===== src/rtl/aer_rx.sv =====
// -----------------------------------------------------------------------------
// aer_rx -- 4-phase AER receiver with an event FIFO
//
// This block receives events from an asynchronous AER transmitter over a
// 4-phase REQ/ACK handshake. It stores each event in a small
// first-word-fall-through FIFO and presents the head event to a
// valid/ready consumer.
//
// Parameters
//   FIFO_DEPTH  event FIFO depth in entries; a power of two from 2 to 16
//
// Ports
//   CLK         system clock; all logic runs on its rising edge
//   RST         asynchronous, active-high reset
//   AERIN_REQ   4-phase request from the transmitter (asynchronous)
//   AERIN_ADDR  17-bit event address, stable while AERIN_REQ is high
//   AERIN_ACK   4-phase acknowledge, driven from a flop
//   EVT_VALID   the FIFO head holds an event
//   EVT_READY   the consumer takes the head event when EVT_VALID is high
//   EVT_TYPE    head event bit 16
//   EVT_NEUR    head event bits 15:8 (neuron index)
//   EVT_CODE    head event bits 7:0 (event code)
//   FIFO_FULL   the FIFO holds FIFO_DEPTH entries
//   EVT_CNT     16-bit count of accepted events, wraps at 0xFFFF
//               (only present when AER_RX_EVT_CNT_EN is defined)
//
// Build option
//   AER_RX_EVT_CNT_EN  adds the EVT_CNT port and its counter
// -----------------------------------------------------------------------------
module aer_rx #(
  parameter int FIFO_DEPTH = 4
) (
  input  logic        CLK,
  input  logic        RST,
  input  logic        AERIN_REQ,
  input  logic [16:0] AERIN_ADDR,
  output logic        AERIN_ACK,
  output logic        EVT_VALID,
  input  logic        EVT_READY,
  output logic        EVT_TYPE,
  output logic [7:0]  EVT_NEUR,
  output logic [7:0]  EVT_CODE,
  output logic        FIFO_FULL
`ifdef AER_RX_EVT_CNT_EN
  ,
  output logic [15:0] EVT_CNT
`endif
);

  localparam int AW = $clog2(FIFO_DEPTH);
  localparam logic [AW:0] DEPTH_CNT = (AW+1)'(FIFO_DEPTH);

  localparam logic [0:0] ST_IDLE         = 1'b0;
  localparam logic [0:0] ST_WAIT_REQ_LOW = 1'b1;

  // Synchronizer for the asynchronous request. Only req_s_reg is used downstream.
  logic req_meta_reg;
  logic req_s_reg;

  logic [0:0]    state_reg, state_next;
  logic          ack_reg, ack_next;
  logic          push;
  logic          pop;
  logic          fifo_full;
  logic          fifo_valid;

  logic [AW-1:0] wr_ptr_reg;
  logic [AW-1:0] rd_ptr_reg;
  logic [AW:0]   count_reg;
  logic [16:0]   mem [0:FIFO_DEPTH-1];
  logic [16:0]   head_word;

  // ---------------------------------------------------------------------------
  // Request synchronizer
  // ---------------------------------------------------------------------------
  always_ff @(posedge CLK or posedge RST) begin
    if (RST) begin
      req_meta_reg <= 1'b0;
      req_s_reg    <= 1'b0;
    end else begin
      req_meta_reg <= AERIN_REQ;
      req_s_reg    <= req_meta_reg;
    end
  end

  // ---------------------------------------------------------------------------
  // Handshake FSM
  // ---------------------------------------------------------------------------
  // The full check uses the occupancy registered before this edge. A pop on
  // the same edge therefore frees space for the next edge, not this one.
  assign fifo_full  = (count_reg == DEPTH_CNT);
  assign fifo_valid = (count_reg != '0);
  assign pop        = fifo_valid && EVT_READY;

  always_comb begin
    state_next = state_reg;
    ack_next   = ack_reg;
    push       = 1'b0;
    case (state_reg)
      ST_IDLE: begin
        if (req_s_reg && !fifo_full) begin
          push       = 1'b1;
          ack_next   = 1'b1;
          state_next = ST_WAIT_REQ_LOW;
        end else begin
          // Backpressure: the request is held until space frees up.
          ack_next = 1'b0;
        end
      end
      ST_WAIT_REQ_LOW: begin
        if (!req_s_reg) begin
          ack_next   = 1'b0;
          state_next = ST_IDLE;
        end else begin
          ack_next = 1'b1;
        end
      end
      default: begin
        ack_next   = 1'b0;
        state_next = ST_IDLE;
      end
    endcase
  end

  always_ff @(posedge CLK or posedge RST) begin
    if (RST) begin
      state_reg <= ST_IDLE;
      ack_reg   <= 1'b0;
    end else begin
      state_reg <= state_next;
      ack_reg   <= ack_next;
    end
  end

  // ---------------------------------------------------------------------------
  // Event FIFO (first-word-fall-through)
  // ---------------------------------------------------------------------------
  // Storage has no reset. The reset pointers and occupancy make any stale
  // contents unreachable.
  always_ff @(posedge CLK) begin
    if (push) begin
      mem[wr_ptr_reg] <= AERIN_ADDR;
    end
  end

  // The pointers are AW bits wide, so they wrap modulo FIFO_DEPTH on their own.
  always_ff @(posedge CLK or posedge RST) begin
    if (RST) begin
      wr_ptr_reg <= '0;
      rd_ptr_reg <= '0;
      count_reg  <= '0;
    end else begin
      if (push) begin
        wr_ptr_reg <= wr_ptr_reg + 1'b1;
      end
      if (pop) begin
        rd_ptr_reg <= rd_ptr_reg + 1'b1;
      end
      case ({push, pop})
        2'b10:   count_reg <= count_reg + 1'b1;
        2'b01:   count_reg <= count_reg - 1'b1;
        default: count_reg <= count_reg;
      endcase
    end
  end

  // The head is masked to zero while empty. The event fields therefore read
  // 0 after reset, even though the storage itself is never cleared.
  assign head_word = fifo_valid ? mem[rd_ptr_reg] : 17'h0_0000;

  assign AERIN_ACK = ack_reg;
  assign EVT_VALID = fifo_valid;
  assign FIFO_FULL = fifo_full;
  assign EVT_TYPE  = head_word[16];
  assign EVT_NEUR  = head_word[15:8];
  assign EVT_CODE  = head_word[7:0];

`ifdef AER_RX_EVT_CNT_EN
  // ---------------------------------------------------------------------------
  // Accepted-event counter (one increment per FIFO push)
  // ---------------------------------------------------------------------------
  logic [15:0] evt_cnt_reg;

  always_ff @(posedge CLK or posedge RST) begin
    if (RST) begin
      evt_cnt_reg <= 16'h0000;
    end else if (push) begin
      evt_cnt_reg <= evt_cnt_reg + 16'h0001;
    end
  end

  assign EVT_CNT = evt_cnt_reg;
`endif

endmodule


===== config.mk =====
export PLATFORM = sky130hd
export DESIGN_NAME = aer_rx
export DESIGN_NICKNAME = d
export VERILOG_FILES = /design/src/rtl/aer_rx.sv
export SDC_FILE = /design/constraint.sdc
export NUM_CORES = 1
export LEC_CHECK = 0
export ABC_AREA = 1
export BUFFER_PORTS_ARGS = -buffer_cell sky130_fd_sc_hd__buf_4
export CORE_ASPECT_RATIO = 0.5
export CORE_MARGIN = 2
export CORE_UTILIZATION = 45
export DETAILED_ROUTE_END_ITERATION = 6
export HOLD_SLACK_MARGIN = 0.15
export MAX_ROUTING_LAYER = met4
export PLACE_DENSITY = 0.64
export REMOVE_ABC_BUFFERS = 1
export SETUP_SLACK_MARGIN = 0.1
export SYNTH_ARGS = -nofsm -noshare
export SYNTH_HDL_FRONTEND = slang
export SYNTH_SLANG_ARGS = --single-unit

===== constraint.sdc =====
create_clock -name CLK -period 1.69 [get_ports CLK]
set_input_delay 0.0845 -clock CLK [delete_from_list [all_inputs] [get_ports CLK]]
set_output_delay 0.0845 -clock CLK [all_outputs]
set_load 0.005 [all_outputs]

==> results.md, run 1 <==
- Run status: finished clean
- CTS tree: built
- Vias: 2468
- RePlAce Congestion: 0.866
- Final instance area: 4660 um2
- Initial antenna violation count: 0
- R2r endpoint: count_reg[2]
- Final worst-path cycle share: 96.2%
- P per Cell Area: 1680 nW/um2
- DRT iter0 DRCs: 133
- # H-tree levels: 3
- Combinational family with the most area after synthesis: simple AND/OR/NAND/NOR gates
- CTS clk-pin slew, worst paths: 0.05 ns
- Max-capacitance violation count: 0
- Cts bufs inserted: 9
- CTS max path bufs: 2
- Synth Instances: 332
- Min-Delay Path Class: input pin to async pin
- Final worst setup slack: 0.0635 ns
- Setup slack, reg-to-reg: 0.06 ns
- Final Max Slew Viols: 0
- DRC: 0
- Largest net degree at the start of global routing: 36
- Max reg flops: 68
- Worst vdd rail ir drop: 1160 uV
- Crit-path max cell delay: 0.40 ns
- Distinct cells, synth: 19
- Sw frac: 34.1%
- Tmin final: 1.63 ns
- Total core area: 7380 um2
- Final core occ: 63.2%
- WP data arrival: 1.84 ns
- DP Wirelength: 3.96 mm
- Compound-Gate Fraction of Synth Area: 2.75%
- Rows: 22
- Initial Utilization: 46.8%
- Overflow after GRT: 0
- Synth warnings: 0
- Clock share of power: 23.2%
- Post-synthesis sequential area ratio: 66.4%
- TritonCTS Sinks: 78
- Vias in the first global route: 2455
- DRT Pass-1 Iters: 4
- Buffers on Ports: 40
- Crit path top cell by count: nand3_4
- Slowest library cell on the worst path: dfrtp_1
- Post-Synth Adder-Cell Area: 2.39%
- Most frequent cells in the layout: 80 x nand2_1, 78 x inv_1, 68 x edfxtp_1
- Avg WL per Cell: 13.7 um
- Synth Area per Inst: 10.4 um2
- Clock root buffer: clkbuf_16
- Top-level port count: 41
- Final Hold Fails: 0
- Global-route wire length before repair: 11.4 mm
- Layout area overhead: 35.1%
- Largest delay share family, worst path: adder cells
- Max-slew headroom: 74.1%
- Final WL: 7.14 mm
- Internal power: 5.17 mW
- Critical Path Sink Type: register
- Nets: 446
- R2R cell count: 10
- Leak: 2.12 nW
- Antenna Nets Post-Route: 0
- Post-synthesis xor/xnor area fraction: 0.507%
- CP startpoint kind: register
- Critical path class: register to register
- Die W: 128 um
- Worst clock skew: 0.00565 ns
- Worst Tran Pin Value: 0.388 ns
- CP max FO: 3
- Die Y: 65.9 um
- Total track usage: 18.8%
- Fraction of layout cells with a size suffix above 1: 25.7%
- Most common cell after layout, fill and taps aside: nand2_1
- Clk_lat worst skew: 0.33 ns
- Number of buffers and inverters on the critical path: 3
- NetSw: 2.68 mW
- Final setup violation count: 0
- Synth Area in Simple Gates: 15.9%
- Mux contribution to synthesized area: 0%
- Crit path cell chain: buf_4, nand3_4, nand3_4, ha_4, inv_4, fa_2, inv_2, nand2_2, nand4_1, nand2_1
- Flop pwr share: 33.4%
- Dpl cell area: 3920 um2
- RSZ-0062 raised after global routing: true
- Vias/cell: 4.75
- ANT cells: 0
- Pre-CTS setup slack: -0.0513 ns
- FMAX: 615 MHz
- Flops & latches, synth: 78
- R2r startpoint: count_reg[2]
- WP data required: 1.91 ns
- Netlist Area Pre-Place: 3450 um2
- Total Die Area: 8430 um2
- Logic gate share of total power: 43.4%
## cell families (layout without fill, tap and decap cells)
| logic type | after synthesis | in the layout |
|---|---|---|
| compound gates | 19 | 19 |
| simple gates | 129 | 129 |
| buf+inv | 98 | 190 |
| xor+xnor | 2 | 2 |
| fa+ha+maj | 6 | 6 |
| flops | 78 | 78 |
## worst register-to-register path: stages, from the launching register on
cell,delay [ns]
dfrtp_1,0.40
buf_4,0.14
nand3_4,0.08
nand3_4,0.08
ha_4,0.15
inv_4,0.04
fa_2,0.36
inv_2,0.07
nand2_2,0.06
nand4_1,0.08
nand2_1,0.06
## synthesized netlist by cell type
cell / count / area [um2]
inv_1: 84 / 315
nand2_1: 83 / 312
edfxtp_1: 68 / 2040
nand3_1: 37 / 185
a21oi_1: 17 / 85.1
dfrtp_1: 10 / 250
buf_2: 5 / 25.0
ha_1: 5 / 62.6
buf_6: 4 / 45.0
nor2_1: 4 / 15.0
nand4_1: 3 / 18.8
buf_4: 2 / 15.0
nand3_2: 2 / 20.0
o21ai_0: 2 / 10.0
xnor2_1: 2 / 17.5
clkinv_1: 1 / 3.75
fa_1: 1 / 20.0
inv_2: 1 / 3.75
inv_4: 1 / 6.26
## power by group through the flow
stage               registers [mW]  clock network, mW  logic [mW]
finish                        2.62               1.82        3.40
CTS                           2.59               1.86        3.04
global route                  2.65               1.96        3.75
floorplan                     2.72                  0        1.33
detailed placement            2.62                  0        2.74
global placement              2.60                  0        2.65
## repair_timing
item,4_1_cts,5_1_grt
setup buffers,11,5
hold buffers,20,0
endpoints found under the hold margin,80,0
resized for setup,16,27
endpoints found under the setup margin,19,19
cloned,0,0
pin swaps,6,8
## metal layers
metal | wire length [um] | share of wire (%) | vias to the layer above | GRT usage, %
met5 | 0 | 0 | - | -
li1 | - | - | 1221 | -
met3 | 279 | 3.9 | 6 | 5.58
met4 | 57 | 0.80 | 0 | 7.01
met2 | 3700 | 52 | 50 | 33.8
met1 | 3100 | 43 | 1191 | 20.3
## per-stage QoR
step | instances | hold slack [ns] | TNS (ns) | total power, mW
floorplan | 321 | -0.0753 | -11.74 | 4.04
global placement | 468 | 0.0789 | 0 | 5.25
detailed placement | 468 | 0.0914 | -0.0513 | 5.35
CTS | 515 | 0.286 | 0 | 7.49
global route | 520 | 0.326 | -0.0230 | 8.36
finish | 520 | 0.300 | 0 | 7.84
## cell type report
type                    instances  area (um2)
inverters                      87         352
clock inverters                 7        65.1
repair buffers                 87         777
well taps                      96         120
flip-flops and latches         78        2290
fillers                       571        2710
multi-input cells             156         831
clock buffers                   9         225
## worst max path at each step
stage,start,endpoint,slack [ns],cells after the start
2_1_floorplan,count_reg[0],mem[0][0],-0.17,4
3_3_place_gp,count_reg[0],count_reg[2],0.04,10
3_5_place_dp,count_reg[0],count_reg[2],-0.05,10
4_1_cts,rd_ptr_reg[0],EVT_NEUR[3],0.09,5
5_1_grt,count_reg[2],count_reg[2],-0.02,10
6_report,count_reg[2],count_reg[2],0.06,10
Note: power is estimated with default switching activity, not from simulation.
==> run 2: changes to the inputs <==
--- a/config.mk
+++ b/config.mk
@@ -14,5 +14,5 @@
 export HOLD_SLACK_MARGIN = 0.15
 export MAX_ROUTING_LAYER = met4
-export PLACE_DENSITY = 0.64
+export PLACE_DENSITY_LB_ADDON = 0.12
 export REMOVE_ABC_BUFFERS = 1
 export SETUP_SLACK_MARGIN = 0.1
==> constraint.sdc (replaced) <==
create_clock -name CLK -period 1.69 [get_ports CLK]
set_input_delay 0.169 -clock CLK [delete_from_list [all_inputs] [get_ports CLK]]
set_output_delay 0.169 -clock CLK [all_outputs]
set_load 0.005 [all_outputs]
==> run 2 against run 1 <==
Against the previous run: sequential share of layout area up 0.89 points; hold slack better by 0.048 ns; die area unchanged; power down 3.6%; first-iteration DRC count down 5.3%; largest cell class unchanged.
==> results.md, run 2 (synthesized netlist as in run 1, its figures left out) <==
- Overflow after GRT: 0
- Initial antenna violation count: 0
- R2r endpoint: count_reg[2]
- Most frequent cells in the layout: 81 x nand2_1, 78 x inv_1, 68 x edfxtp_1
- Final Hold Fails: 0
- Clk_lat worst skew: 0.32 ns
- Cts bufs inserted: 9
- CP startpoint kind: register
- WP data required: 1.52 ns
- Fraction of layout cells with a size suffix above 1: 26.2%
- Vias/cell: 4.70
- Largest net degree at the start of global routing: 36
- Die Y: 65.9 um
- Leak: 2.11 nW
- Min-Delay Path Class: register to register
- DRC: 0
- ANT cells: 0
- Final Max Slew Viols: 0
- Final setup violation count: 0
- FMAX: 615 MHz
- RePlAce Congestion: 0.784
- Critical Path Sink Type: primary output
- Max reg flops: 68
- Total core area: 7380 um2
- Rows: 22
- Total Die Area: 8430 um2
- WP data arrival: 1.46 ns
- RSZ-0062 raised after global routing: true
- DP Wirelength: 4.32 mm
- Final core occ: 62.1%
- Non-Filler Instances: 520
- Global-route wire length before repair: 11.9 mm
- Vias in the first global route: 2621
- Multi-input gate area: 823 um2
- Setup crit start: rd_ptr_reg[0]
- Top-level port count: 41
- Worst Tran Pin Value: 0.411 ns
- TritonCTS Sinks: 78
- Worst vdd rail ir drop: 888 uV
- Layout area overhead: 32.7%
- Final WL: 7.33 mm
- Nets: 447
- Setup crit end: EVT_NEUR[2]
- Crit-path max cell delay: 0.49 ns
- Worst clock skew: 0.00494 ns
- Critical path class: register to primary output
- DRT Pass-1 Iters: 4
- Run status: finished clean
- Setup slack, reg-to-reg: 0.10 ns
- R2r startpoint: count_reg[1]
- Fill cell count: 609
- Max-capacitance violation count: 0
- Total track usage: 19.8%
- Vias: 2445
- Power Total: 7.56 mW
- Storage cell area: 2290 um2
- CP max FO: 16
- Final worst-path cycle share: 96.2%
- Buffers on Ports: 40
- Sum Neg Setup Slack: 0 ns
- Crit path cell chain: buf_12, nand2_1, nand3_1, a21oi_2, buf_4
- CTS clk-pin slew, worst paths: 0.05 ns
- Clock root buffer: clkbuf_16
- Slowest library cell on the worst path: dfrtp_2
- Most common cell after layout, fill and taps aside: nand2_1
- DRT iter0 DRCs: 126
- Inst Count DP: 474
- Initial Utilization: 46.8%
- Die W: 128 um
- Tmin final: 1.63 ns
- P per Cell Area: 1650 nW/um2
- CTS max path bufs: 2
- CTS tree: built
- # H-tree levels: 3
- R2R cell count: 10
- Antenna Nets Post-Route: 0
- Max-slew headroom: 72.5%
- Avg WL per Cell: 14.1 um
==> run 2: worst min-delay path by stage <==
stage | end | from | cells past startpoint | slack, ns
final | req_s_reg | req_meta_reg | 0 | 0.35
after global routing | req_s_reg | req_meta_reg | 0 | 0.37
after CTS | req_s_reg | req_meta_reg | 0 | 0.35
after detailed placement | req_meta_reg | RST | 2 | 0.18
after global placement | AERIN_ACK | RST | 2 | 0.17
after floorplan | AERIN_ACK | RST | 1 | 0.009
==> run 2: routing by layer <==
metal  global-route usage [%]  share of wire [%]  up-vias
met1                     22.5                 47     1171
met5                        -                  0        -
met4                     6.18                1.2        0
met2                     34.4                 49       44
met3                     5.91                3.2       11
li1                         -                  -     1219
==> run 2: worst max-delay path: cells and delay by family (launching register included) <==
kind                   cells  cell delay (ns)
AND/OR/NAND/NOR            2             0.18
buffers and inverters      2             0.31
AO/OA/AOI/OAI              1             0.16
flip-flops                 1             0.49
==> run 2: repair_timing <==
| action | in CTS | in global routing |
|---|---|---|
| hold buffers | 20 | 0 |
| setup buffers | 8 | 2 |
| cloned | 0 | 1 |
| pin swaps | 6 | 5 |
| hold endpoints to repair | 80 | 0 |
| setup endpoints to repair | 19 | 31 |
| resized for setup | 28 | 13 |
==> run 2: layout make-up <==
| class | instances | area share (%) |
|---|---|---|
| multi-input cells | 156 | 18.0 |
| repair buffers | 87 | 15.9 |
| flip-flops and latches | 78 | 50.1 |
| well taps | 96 | 2.62 |
| inverters | 87 | 7.65 |
| clock inverters | 4 | 0.546 |
| clock buffers | 11 | 5.08 |
| repair inverters | 1 | 0.191 |
==> run 2: per-stage QoR <==
stage               instance area [um2]  setup slack, ns  hold slack [ns]
finish                             4580           0.0634            0.348
global route                       4580          -0.0167            0.368
CTS                                4510           0.0664            0.348
detailed placement                 3920          -0.0302            0.180
global placement                   3920           0.0560            0.172
floorplan                          3370           -0.172          0.00918
==> run 2: power breakdown <==
| group | internal [mW] | switching [mW] |
|---|---|---|
| clock network | 0.979 | 0.667 |
| logic | 1.50 | 1.79 |
| registers | 2.46 | 0.167 |
| total | 4.94 | 2.62 |
==> run 3: changes to the inputs <==
ABC_AREA = default   (was 1)
MAX_ROUTING_LAYER = default   (was met4)
==> run 3 against run 2 <==
Against the previous run: the flow now finishes with violations (setup timing); flip-flop and latch count is the same; power shrank 1.7%; cell count shrank 35%; critical path type unchanged; largest cell class unchanged.
==> results.md, run 3 <==
- Setup slack, reg-to-reg: -0.13 ns
- WP data required: 1.52 ns
- WL met1: 2.65 mm
- P per Cell Area: 1690 nW/um2
- Worst Tran Pin Value: 0.399 ns
- Most frequent cell after synthesis: edfxtp_1
- Worst vdd rail ir drop: 839 uV
- Tmin final: 1.89 ns
- Final WL: 5.73 mm
- Largest net degree at the start of global routing: 20
- Initial antenna violation count: 0
- WP data arrival: 1.72 ns
- Total Die Area: 7690 um2
- R2r endpoint: count_reg[2]
- FMAX: 529 MHz
- Final worst setup slack: -0.199 ns
- Initial Utilization: 46.8%
- Top-level port count: 41
- Clock root buffer: clkbuf_16
- Hold endpoint: rd_ptr_reg[0]
- CP max FO: 9
- Die Y: 63 um
- Buffers on Ports: 40
- Post-synth top cells: 68 x edfxtp_1, 21 x and2_1, 10 x dfrtp_1
- Overflow after GRT: 0
- Antenna Nets Post-Route: 0
- Flops & latches, synth: 78
- Cts bufs inserted: 9
- Most common cell after layout, fill and taps aside: edfxtp_1
- Min-Delay Path Class: input pin to register
- CTS max path bufs: 2
- DR top layer: met4
- Netlist Area Pre-Place: 3130 um2
- Final setup violation count: 19
- CP startpoint kind: register
- Nets: 269
- Hold slack: 0.263 ns
- Pre-CTS setup slack: -0.170 ns
- CTS clk-pin slew, worst paths: 0.05 ns
- Distinct cells, synth: 22
- Fill cell count: 488
- Max-capacitance violation count: 0
- Synth Area per Inst: 20.7 um2
- Final Hold Fails: 0
- DRT Pass-1 Iters: 4
- Max-slew headroom: 73.4%
- Synth Instances: 151
- Dominant cells by area after synthesis: edfxtp_1 65%, dfrtp_1 8.0%, mux4_1 7.5%, mux4_2 5.8%, and2_1 4.2%
- R2R cell count: 8
- Hold Crit Depth: 4
- Hold Startpoint: EVT_READY
- Critical path class: register to primary output
- Total core area: 6700 um2
- Clk_lat worst skew: 0.33 ns
- Die W: 122 um
- Fraction of layout cells with a size suffix above 1: 50.6%
- Most frequent cells in the layout: 68 x edfxtp_1, 36 x buf_4, 20 x and2_4, 20 x buf_6, 20 x dlygate4sd3_1
- Rows: 21
- Layout area overhead: 40.8%
- WL met3: 259 um
- Post-synthesis async set-or-reset flop share: 12.8%
- ANT cells: 0
- Total track usage: 16.7%
- DR WL met2: 2.75 mm
- Avg WL per Cell: 16.9 um
- TritonCTS Sinks: 78
- Final worst-path cycle share: 112%
- EDFF count, synth: 68
- R2r startpoint: count_reg[1]
- Synth warnings: 0
- DP Wirelength: 3.44 mm
- Yosys top cell area share: 65.2%
- Max reg flops: 68
- Worst clock skew: 0.00567 ns
- Critical Path Sink Type: primary output
- Most used DFF post-synth: edfxtp_1
- Vias: 1624
- Run status: complete, but fails checks
- RSZ-0062 raised after global routing: true
- CTS tree: built
- Violated checks: setup timing
- DRT iter0 DRCs: 94
- Post-synthesis sequential area ratio: 73.2%
- Leak: 1.67 nW
- Vias/cell: 4.79
- DRC: 0
- # H-tree levels: 3
- RePlAce Congestion: 0.734
- Vias in the first global route: 1724
- Global-route wire length before repair: 8.77 mm
- Yosys top cell by area: edfxtp_1
- Final Max Slew Viols: 0
- Setup crit start: rd_ptr_reg[0]
run 3: cell types whose count changed after synthesis, sizes merged, moves of 2 or more:
cell,before,now
a21oi,17,0
and2,0,22
buf,11,5
inv,86,8
mux4,0,17
nand2,83,0
nand3,39,1
nand4,3,0
nor2,4,1
nor3b,0,2
o21ai,2,0
xor2,0,3
run 3: critical path: stages (launching register included):
cell and delay (ns):
dfrtp_2 0.44, buf_12 0.17, mux4_2 0.49, and2_1 0.16, buf_4 0.13
run 3: repair_timing:
action                                  CTS  global route
endpoints found under the setup margin   37            79
hold endpoints to repair                 80             0
pin swaps                                14             8
cloned                                    1             1
buffers inserted                          3             3
resized for setup                        31            35
hold buffers                             20             0
run 3: routing by layer:
| layer | track usage [%] | vias to the layer above |
|---|---|---|
| met3 | 9.03 | 5 |
| li1 | - | 758 |
| met1 | 20.9 | 827 |
| met2 | 25.3 | 34 |
| met5 | 0 | - |
| met4 | 4.74 | 0 |
run 3: kinds of logic (layout without fill, tap and decap cells):
group	after synthesis	count (layout)	share of synthesized area [%]
simple gates	27	27	5.75
compound gates	1	1	0.240
flops	78	78	73.2
mux	19	19	14.0
fa+ha+maj	6	6	2.64
buf+inv	14	110	2.56
xor+xnor	6	6	1.68
run 3: layout make-up:
| cell class | count | area (um2) | area share, % |
|---|---|---|---|
| sequential | 78 | 2290 | 52.0 |
| timing repair buffer | 86 | 881 | 20.0 |
| multi-input combinational | 59 | 801 | 18.2 |
| clock buffer | 10 | 229 | 5.19 |
| tap | 92 | 115 | 2.61 |
| clock inverter | 6 | 62.6 | 1.42 |
| inverter | 8 | 30.0 | 0.681 |
run 3: per-stage QoR:
| step | cells | instance area (um2) | util, % | setup TNS [ns] | power, mW |
|---|---|---|---|---|---|
| CTS | 336 | 4300 | 64.1 | -4.06 | 7.20 |
| floorplan | 145 | 3080 | - | -6.26 | 3.70 |
| finish | 339 | 4410 | 65.8 | -3.03 | 7.44 |
| detailed placement | 296 | 3700 | 55.3 | -0.320 | 4.85 |
| global route | 339 | 4410 | 65.8 | -4.15 | 7.84 |
| global placement | 296 | 3700 | 55.3 | -0.211 | 4.80 |
run 3: worst max-delay path by stage:
stage | end | slack (ns) | cells after the start
after global placement | count_reg[2] | -0.12 | 8
after detailed placement | count_reg[2] | -0.17 | 9
after CTS | EVT_NEUR[2] | -0.29 | 5
after global routing | EVT_CODE[1] | -0.26 | 4
final | EVT_CODE[1] | -0.20 | 4
after floorplan | count_reg[2] | -0.34 | 8
run 3: where the power goes:
group	total (mW)	switching [mW]	leakage (nW)	internal [mW]
logic	3.01	1.05	0.804	1.97
clock network	1.85	0.716	0.136	1.14
registers	2.57	0.156	0.733	2.41
total	7.44	1.92	1.67	5.52
